--- config.mk ---
export PLATFORM = sky130hd
export DESIGN_NAME = agc_alu
export DESIGN_NICKNAME = d
export VERILOG_FILES = /design/src/rtl/agc_alu.sv
export SDC_FILE = /design/constraint.sdc
export NUM_CORES = 1
export LEC_CHECK = 0
export CAP_MARGIN = 25
export CORE_UTILIZATION = 45
export CTS_BUF_LIST = sky130_fd_sc_hd__clkbuf_2
export CTS_CLUSTER_DIAMETER = 150
export DETAILED_ROUTE_END_ITERATION = 7
export PLACE_DENSITY_LB_ADDON = 0.12
export SLEW_MARGIN = 20
export SYNTH_ARGS = -nofsm -noshare
export SYNTH_HDL_FRONTEND = slang
export SYNTH_SLANG_ARGS = --single-unit
--- constraint.sdc ---
create_clock -name clk -period 7.67 [get_ports clk]
set_clock_uncertainty 0.1 [all_clocks]
set_input_delay 1.1505 -clock clk [delete_from_list [all_inputs] [get_ports clk]]
set_output_delay 1.1505 -clock clk [all_outputs]
set_load 0.1 [all_outputs]
--- src/rtl/agc_alu.sv ---
// agc_alu: ones'-complement 15-bit ALU for the guidance-computer datapath.
// AD, SU, MASK and the reserved command complete in one clock. MP and DV run
// as a 14-step sequencer (shift-add multiply, restoring divide) on operand
// magnitudes. The result is registered.
//
// Ports
//   clk      in   rising-edge clock
//   reset    in   synchronous, active-high reset
//   A, B     in   16-bit memory words: data [15:1] (bit 15 = sign), parity [0] unused
//   command  in   0=AD 1=SU 2=MASK 3=MP0 4=MP1 5=DV0 6=DV1 7=reserved
//   res      out  registered ones'-complement result
module agc_alu (
  input  logic        clk,
  input  logic        reset,
  input  logic [15:0] A,
  input  logic [15:0] B,
  input  logic [2:0]  command,
  output logic [14:0] res
);

  localparam logic [1:0] StIdle = 2'd0;
  localparam logic [1:0] StRun  = 2'd1;
  localparam logic [1:0] StDone = 2'd2;

  localparam logic [2:0] CmdAd   = 3'd0;
  localparam logic [2:0] CmdSu   = 3'd1;
  localparam logic [2:0] CmdMask = 3'd2;
  localparam logic [2:0] CmdMp0  = 3'd3;
  localparam logic [2:0] CmdMp1  = 3'd4;
  localparam logic [2:0] CmdDv0  = 3'd5;
  localparam logic [2:0] CmdDv1  = 3'd6;

  logic [14:0] a, b;
  logic        unused_parity;

  assign a = A[15:1];
  assign b = B[15:1];
  assign unused_parity = A[0] ^ B[0];

  logic [1:0]  state_q, state_d;
  logic [3:0]  step_q, step_d;
  logic [2:0]  cmd_q, cmd_d;
  logic [14:0] a_q, a_d, b_q, b_d;
  logic [27:0] acc_q, acc_d;  // MP: product; DV: {remainder, quotient}
  logic [14:0] res_q, res_d;

  function automatic logic is_multi(input logic [2:0] c);
    return (c >= CmdMp0) && (c <= CmdDv1);
  endfunction

  function automatic logic is_div(input logic [2:0] c);
    return (c == CmdDv0) || (c == CmdDv1);
  endfunction

  function automatic logic [13:0] mag(input logic [14:0] x);
    return x[14] ? ~x[13:0] : x[13:0];
  endfunction

  // Single-cycle add/subtract with end-around carry; -0 folded to +0.
  logic [14:0] add_rhs, sum_eac, alu_sum;
  logic [15:0] sum_raw;

  always_comb begin
    add_rhs = (command == CmdSu) ? ~a : a;
    sum_raw = {1'b0, b} + {1'b0, add_rhs};
    sum_eac = sum_raw[14:0] + {14'b0, sum_raw[15]};
    alu_sum = (sum_eac == 15'h7fff) ? 15'h0000 : sum_eac;
  end

  // One sequencer step on the latched operands.
  logic [13:0] mag_a_q, mag_b_q;
  logic [27:0] mp_next, partial;
  logic [14:0] r_sh, r_new;
  logic        div_ge;
  logic [27:0] dv_next;

  always_comb begin
    mag_a_q = mag(a_q);
    mag_b_q = mag(b_q);
    partial = mag_a_q[step_q] ? ({14'b0, mag_b_q} << step_q) : 28'b0;
    mp_next = acc_q + partial;
    r_sh    = {acc_q[27:14], acc_q[13]};
    div_ge  = r_sh >= {1'b0, mag_a_q};
    r_new   = div_ge ? (r_sh - {1'b0, mag_a_q}) : r_sh;
    dv_next = {r_new[13:0], acc_q[12:0], div_ge};
  end

  // Half selection from the stored result; zero magnitude always returns +0.
  logic [13:0] half_mag;
  logic        half_sgn;
  logic [14:0] half_res;

  always_comb begin
    half_sgn = a_q[14] ^ b_q[14];
    half_mag = acc_q[13:0];
    unique case (command)
      CmdMp1:  half_mag = acc_q[27:14];
      CmdDv0: begin
        half_mag = acc_q[27:14];
        half_sgn = b_q[14];
      end
      default: half_mag = acc_q[13:0];
    endcase
    if (half_mag == 14'd0) half_res = 15'h0000;
    else half_res = {half_sgn, half_sgn ? ~half_mag : half_mag};
  end

  logic restart;

  always_comb begin
    state_d = state_q;
    step_d  = step_q;
    cmd_d   = cmd_q;
    a_d     = a_q;
    b_d     = b_q;
    acc_d   = acc_q;
    res_d   = res_q;
    // MP0<->MP1 or DV0<->DV1 with the same operands reuses the stored result.
    restart = (state_q == StIdle) || (a != a_q) || (b != b_q) ||
              (is_div(command) != is_div(cmd_q));

    if (!is_multi(command)) begin
      state_d = StIdle;
      step_d  = 4'd0;
      case (command)
        CmdAd, CmdSu: res_d = alu_sum;
        CmdMask:      res_d = a & b;
        default:      res_d = 15'h0000;
      endcase
    end else begin
      cmd_d = command;
      if (restart) begin
        a_d     = a;
        b_d     = b;
        state_d = StRun;
        step_d  = 4'd0;
        acc_d   = is_div(command) ? {14'b0, mag(b)} : 28'b0;
      end else begin
        case (state_q)
          StRun: begin
            acc_d  = is_div(cmd_q) ? dv_next : mp_next;
            step_d = step_q + 4'd1;
            if (step_q == 4'd13) begin
              state_d = StDone;
              step_d  = 4'd0;
            end
          end
          StDone:  res_d   = half_res;
          default: state_d = StIdle;
        endcase
      end
    end
  end

  always_ff @(posedge clk) begin
    if (reset) begin
      state_q <= StIdle;
      step_q  <= 4'd0;
      cmd_q   <= 3'd0;
      a_q     <= 15'd0;
      b_q     <= 15'd0;
      acc_q   <= 28'd0;
      res_q   <= 15'd0;
    end else begin
      state_q <= state_d;
      step_q  <= step_d;
      cmd_q   <= cmd_d;
      a_q     <= a_d;
      b_q     <= b_d;
      acc_q   <= acc_d;
      res_q   <= res_d;
    end
  end

  assign res = res_q;

endmodule

### Yosys cells after proc, flatten, opt, wreduce, memory -nomap -nowiden

Cells that the tools add are included.

* add/subtract/negate cells: 5
* magnitude comparators: 4
* equality and inequality tests: 19
* shift-type cells: 1
* multiplexer cells: 25
* bitwise operators: 9
* reduce and logical (&&, ||, !) cells: 19

Operators by type and width (number)
* 28-bit 2-to-1 mux: 4
* 14-bit 2-to-1 mux: 7
* 15-bit 2-to-1 mux: 6
* 14-bit inverter: 4
* 15-bit inequality test: 2
* 15-bit case mux with 2 select lines: 1
* 28-bit adder: 1
* 14-bit by 4-bit left shift with 28-bit output: 1
* 15-bit by 15-bit adder with 16-bit output: 1
* 15-bit by 1-bit adder with 15-bit output: 1
* 15-bit bitwise AND: 1
* 15-bit == test, second input constant: 1
* 3-bit == test, second input constant: 5
* 15-bit by 14-bit greater-or-equal comparator with 1-bit output: 1
* 15-bit inverter: 1
* 14-bit logical NOT: 1
* 14-bit subtractor: 1
* 2-bit AND reduction: 5
* 2-bit inequality test, second input constant: 3
* 2-bit OR reduction: 3
* 1-bit logical OR: 5
* 4-bit by 5-bit less-than comparator with 1-bit output, second input constant: 1
* 4-bit by 1-bit adder with 4-bit output, second input constant: 1
* 1-bit binary-select mux with 4-bit select: 1
* 21 further kinds: 24

* register bits: 82
* output and inout bits: 15

### Logic depth before layout (Yosys ltp)

* depth in word-level cells: 9
* depth in mapped cells: 25
* depth with buffers taken out: 22

### Least setup slack after synthesis

OpenSTA, ideal clock, no wires.

* path kind: in2reg
* from: input command[1]
* to: register res_q[0] (netlist: res[0])
* setup time: 128 ps
* data arrival time: 5773 ps
* setup slack: 1669 ps
* stages: 25
* path buffers: 5
* cells stage by stage: nor2_1 > and2_1 > clkbuf_1 > clkbuf_1 > xor2_1 > ha_1 > buf_6 > a211oi_2 > nor2_1 > or3_4 > a211oi_1 > nor2_1 > o21ai_0 > nand2b_1 > ha_1 > ha_1 > and3_1 > clkbuf_1 > nand4_1 > nand2_1 > a2111oi_2 > a311oi_4 > buf_6 > a21oi_1 > nor2_1

* cells in the longest elaborated chain, start to end: 9

Ends and longest elaborated chain
* start, declared: line 17 `input logic [2:0] command,`
* parallel branches: the longest is 9 deep, another holds 15-bit by 15-bit adder with 16-bit output
* end signal, assigned: line 171 `res_q <= res_d;`
* end, declared: line 45 `logic [14:0] res_q, res_d;`

Several ways; the timed one is not identified. The select of a mux whose other input is x is not followed.
A chain may end at the register's enable or synchronous reset.

### Final worst setup path

* from: input command[2]
* to: register res_q[10] (netlist: res[10])

Same word-level chain as after synthesis.

==> flow_metrics.env <==
export IMPL_status="completed"
export IMPL_worst_slew_pin_slew_ns=0.987
export IMPL_reg2regPathDepth=23
export IMPL_grt_pass1_wl_mm=43.7
export IMPL_start_kind="primary input"
export IMPL_r2r_setup_slack_ns=1.82
export IMPL_hold_buffers=0
export IMPL_routed_wl_mm=28.1
export IMPL_ys_async_sr_fraction_pct=0
export IMPL_fmax_mhz=159
export IMPL_hpwlAfterDp_mm=21.4
export IMPL_hold_end="cmd_q[1]"
export IMPL_vias=8450
export IMPL_nets=1288
export IMPL_worstPathRequired_ns=8.14
export IMPL_syn2layout_area_growth_pct=9.31
export IMPL_initial_utilization_pct=46.6
export IMPL_min_from="cmd_q[1]"
export IMPL_power_leakage_nw=3.89
export IMPL_reg2reg_from="a_q[14]"
export IMPL_maxSlewViolCount=0
export IMPL_grt_pass1_vias=7684
export IMPL_fin_crit_sh_pct=82.0
export IMPL_htreeDepth=3
export IMPL_grt_max_degree=67
export IMPL_period_needed_ns=6.29
export IMPL_postCtsResizedCells=0
export IMPL_syn_inst=1179
export IMPL_cts_tree="done"
export IMPL_first_pass_iters=5
export IMPL_synth_area_sq_mm=0.00884
export IMPL_mostFrequentLayoutCell="nand2_1"
export IMPL_worstPathArrival_ns=6.76
export IMPL_path_max_fanout=13
export IMPL_setup_viol=0
export IMPL_post_cts_buffers=0
export IMPL_layout_drive_gt1_share_pct=6.44
export IMPL_track_usage_pct=28.4
export IMPL_dieArea_sq_mm=0.0202
export IMPL_final_cell_mix="133 x nand2_1, 127 x a21oi_1, 120 x nor2_1"
export IMPL_dp_cells=1437
export IMPL_powerDensity_mw_per_mm2=150
export IMPL_routed_via_density=5.80
export IMPL_syn_area_per_cell_sq_um=7.50
export IMPL_synth_top_cell_area_share_pct=18.6
export IMPL_initialDrtViolationCount=656
export IMPL_antenna_found_initial=1
export IMPL_ys_types=76
export IMPL_overflow=0
export IMPL_regArea_sq_mm=0.00164
export IMPL_io_buffers=49
export IMPL_fin_setup_tns_ns=0
export IMPL_antenna_left=0
export IMPL_place_congestion=0.892
export IMPL_clk_pin_slew_ns=0.27
export IMPL_setup_worst_path_class="primary input to flop"
export IMPL_fillCellCount=1979
export IMPL_core_rowCount=50
export IMPL_multiInputGateArea_sq_mm=0.00687
export IMPL_yosysWarnings=0
export IMPL_final_hold_viol_count=0
export IMPL_crit_path_end_kind="flop"
export IMPL_yosysSeqAreaShare_pct=18.6
export IMPL_synth_area_leaders="dfxtp_1 19%, xor2_1 9.3%, ha_1 8.2%, a21oi_1 7.3%, xnor2_1 6.7%"
export IMPL_fin_cells=1456
export IMPL_drcViolationCount=0
export IMPL_cts_buffer_depth=2
export IMPL_vdd_drop_max_v=0.0000797
export IMPL_yosysTopAreaCell="dfxtp_1"
export IMPL_clk_latency_ns=0.67
export IMPL_synth_seq_cells=82
export IMPL_die_h_um=142
export IMPL_synthFlopType="dfxtp_1"
export IMPL_synth_edff_count=0
export IMPL_cts_sinks=82
export IMPL_cts_buffers=9
export IMPL_r2r_end="acc_q[26]"
export IMPL_cap_violations=0
export IMPL_rsz0062_at_grt="no"
export IMPL_core_area_sq_mm=0.0190
export IMPL_die_x_um=142
export IMPL_synth_net_count=1277
export IMPL_io_pins=52
export IMPL_relSlewSlack_pct=34.0
export IMPL_wl_per_cell_um=19.3
export IMPL_hold_path_class="flop to flop"
export IMPL_crit_path_start="command[2]"
export IMPL_hold_path_cell_count=2
export IMPL_cts_root_buf="clkbuf_2"
-- logic make-up (layout without fill, tap and decap cells) --
| kind of cell | Yosys count | in the layout | synth area share, % |
|---|---|---|---|
| other | 0 | 1 | 0 |
| and+or+nand+nor | 395 | 395 | 20.6 |
| xor gates and xnor gates | 164 | 164 | 16.5 |
| DFF | 82 | 82 | 18.6 |
| adders and majority gates | 61 | 61 | 8.89 |
| buffers and inverters | 86 | 102 | 3.98 |
| AOI/OAI and AO/OA | 341 | 341 | 25.2 |
| muxes | 50 | 50 | 6.20 |
-- metrics by stage --
step	utilization, %	area [sq um]	hold slack (ns)	power (mW)	setup WS (ns)
finish	51.0	9670	0.394	1.45	1.38
global route	51.0	9670	0.402	1.53	0.850
CTS	50.9	9640	0.392	1.45	1.40
detailed placement	50.2	9520	0.360	1.18	0.725
global placement	50.2	9510	0.358	1.18	0.798
floorplan	-	8840	0.345	1.01	1.67
-- power breakdown --
group | switching, mW | internal, mW | total (mW)
combinational | 0.440 | 0.256 | 0.696
clock | 0.207 | 0.0569 | 0.264
sequential | 0.0320 | 0.458 | 0.490
total | 0.679 | 0.771 | 1.45
-- cells in the mapped netlist, types with 21 or more instances --
| master | count |
|---|---|
| mux2i_1 | 39 |
| a21oi_1 | 129 |
| nor3_1 | 25 |
| o21ai_0 | 52 |
| a211oi_1 | 21 |
| a21o_1 | 30 |
| clkbuf_1 | 52 |
| ha_1 | 58 |
| nand2_1 | 133 |
| xor2_1 | 94 |
| xnor2_1 | 68 |
| dfxtp_1 | 82 |
| nor2_1 | 122 |
-- critical path: stages --
cell and delay (ns):
clkdlybuf4s50_1 0.54, nor2_1 0.20, and2_1 0.57, buf_4 0.28
xor2_1 0.16, ha_1 0.25, a211o_1 0.17, nand3_1 0.10
o221ai_2 0.29, a211oi_1 0.15, nor2_1 0.11, o21ai_0 0.08
nand2b_1 0.09, ha_1 0.16, ha_1 0.19, and3_1 0.25
nand4_1 0.24, or4b_4 0.60, xnor2_4 0.17, a311oi_4 0.58
nand2_1 0.16, a311oi_2 0.25
-- metal layers --
layer	part of all wire [%]	global-route usage, %	up-vias	routed length (um)
met3	5.6	3.90	47	1560
met5	0	0	-	0
met1	49	40.6	3910	13700
li1	-	-	4248	-
met4	2.5	9.05	0	700
met2	43	43.8	245	12200
-- state kept, by name, summed over array words and instances, names as in the netlist --
| register | cells |
|---|---|
| a_q | 15 |
| acc_q | 28 |
| b_q | 15 |
| cmd_q | 3 |
| res | 15 |
| state_q | 2 |
| step_q | 4 |
-- worst max path at each step --
stage	to	slack (ns)	cells after the start
5_1_grt	res[10]	0.85	22
3_3_place_gp	res[7]	0.80	22
4_1_cts	res[10]	1.40	22
3_5_place_dp	res[10]	0.73	22
2_1_floorplan	res[0]	1.67	25
6_report	res[10]	1.38	22
-- area by class of cell --
| type | count | area share, % |
|---|---|---|
| clock inverters | 7 | 0.790 |
| repair buffers | 68 | 6.58 |
| well taps | 260 | 3.37 |
| inverters | 18 | 0.699 |
| clock buffers | 9 | 0.466 |
| diodes | 1 | 0.0259 |
| flip-flops and latches | 82 | 17.0 |
| multi-input cells | 1011 | 71.1 |
Note: power is estimated with default switching activity, not from simulation.
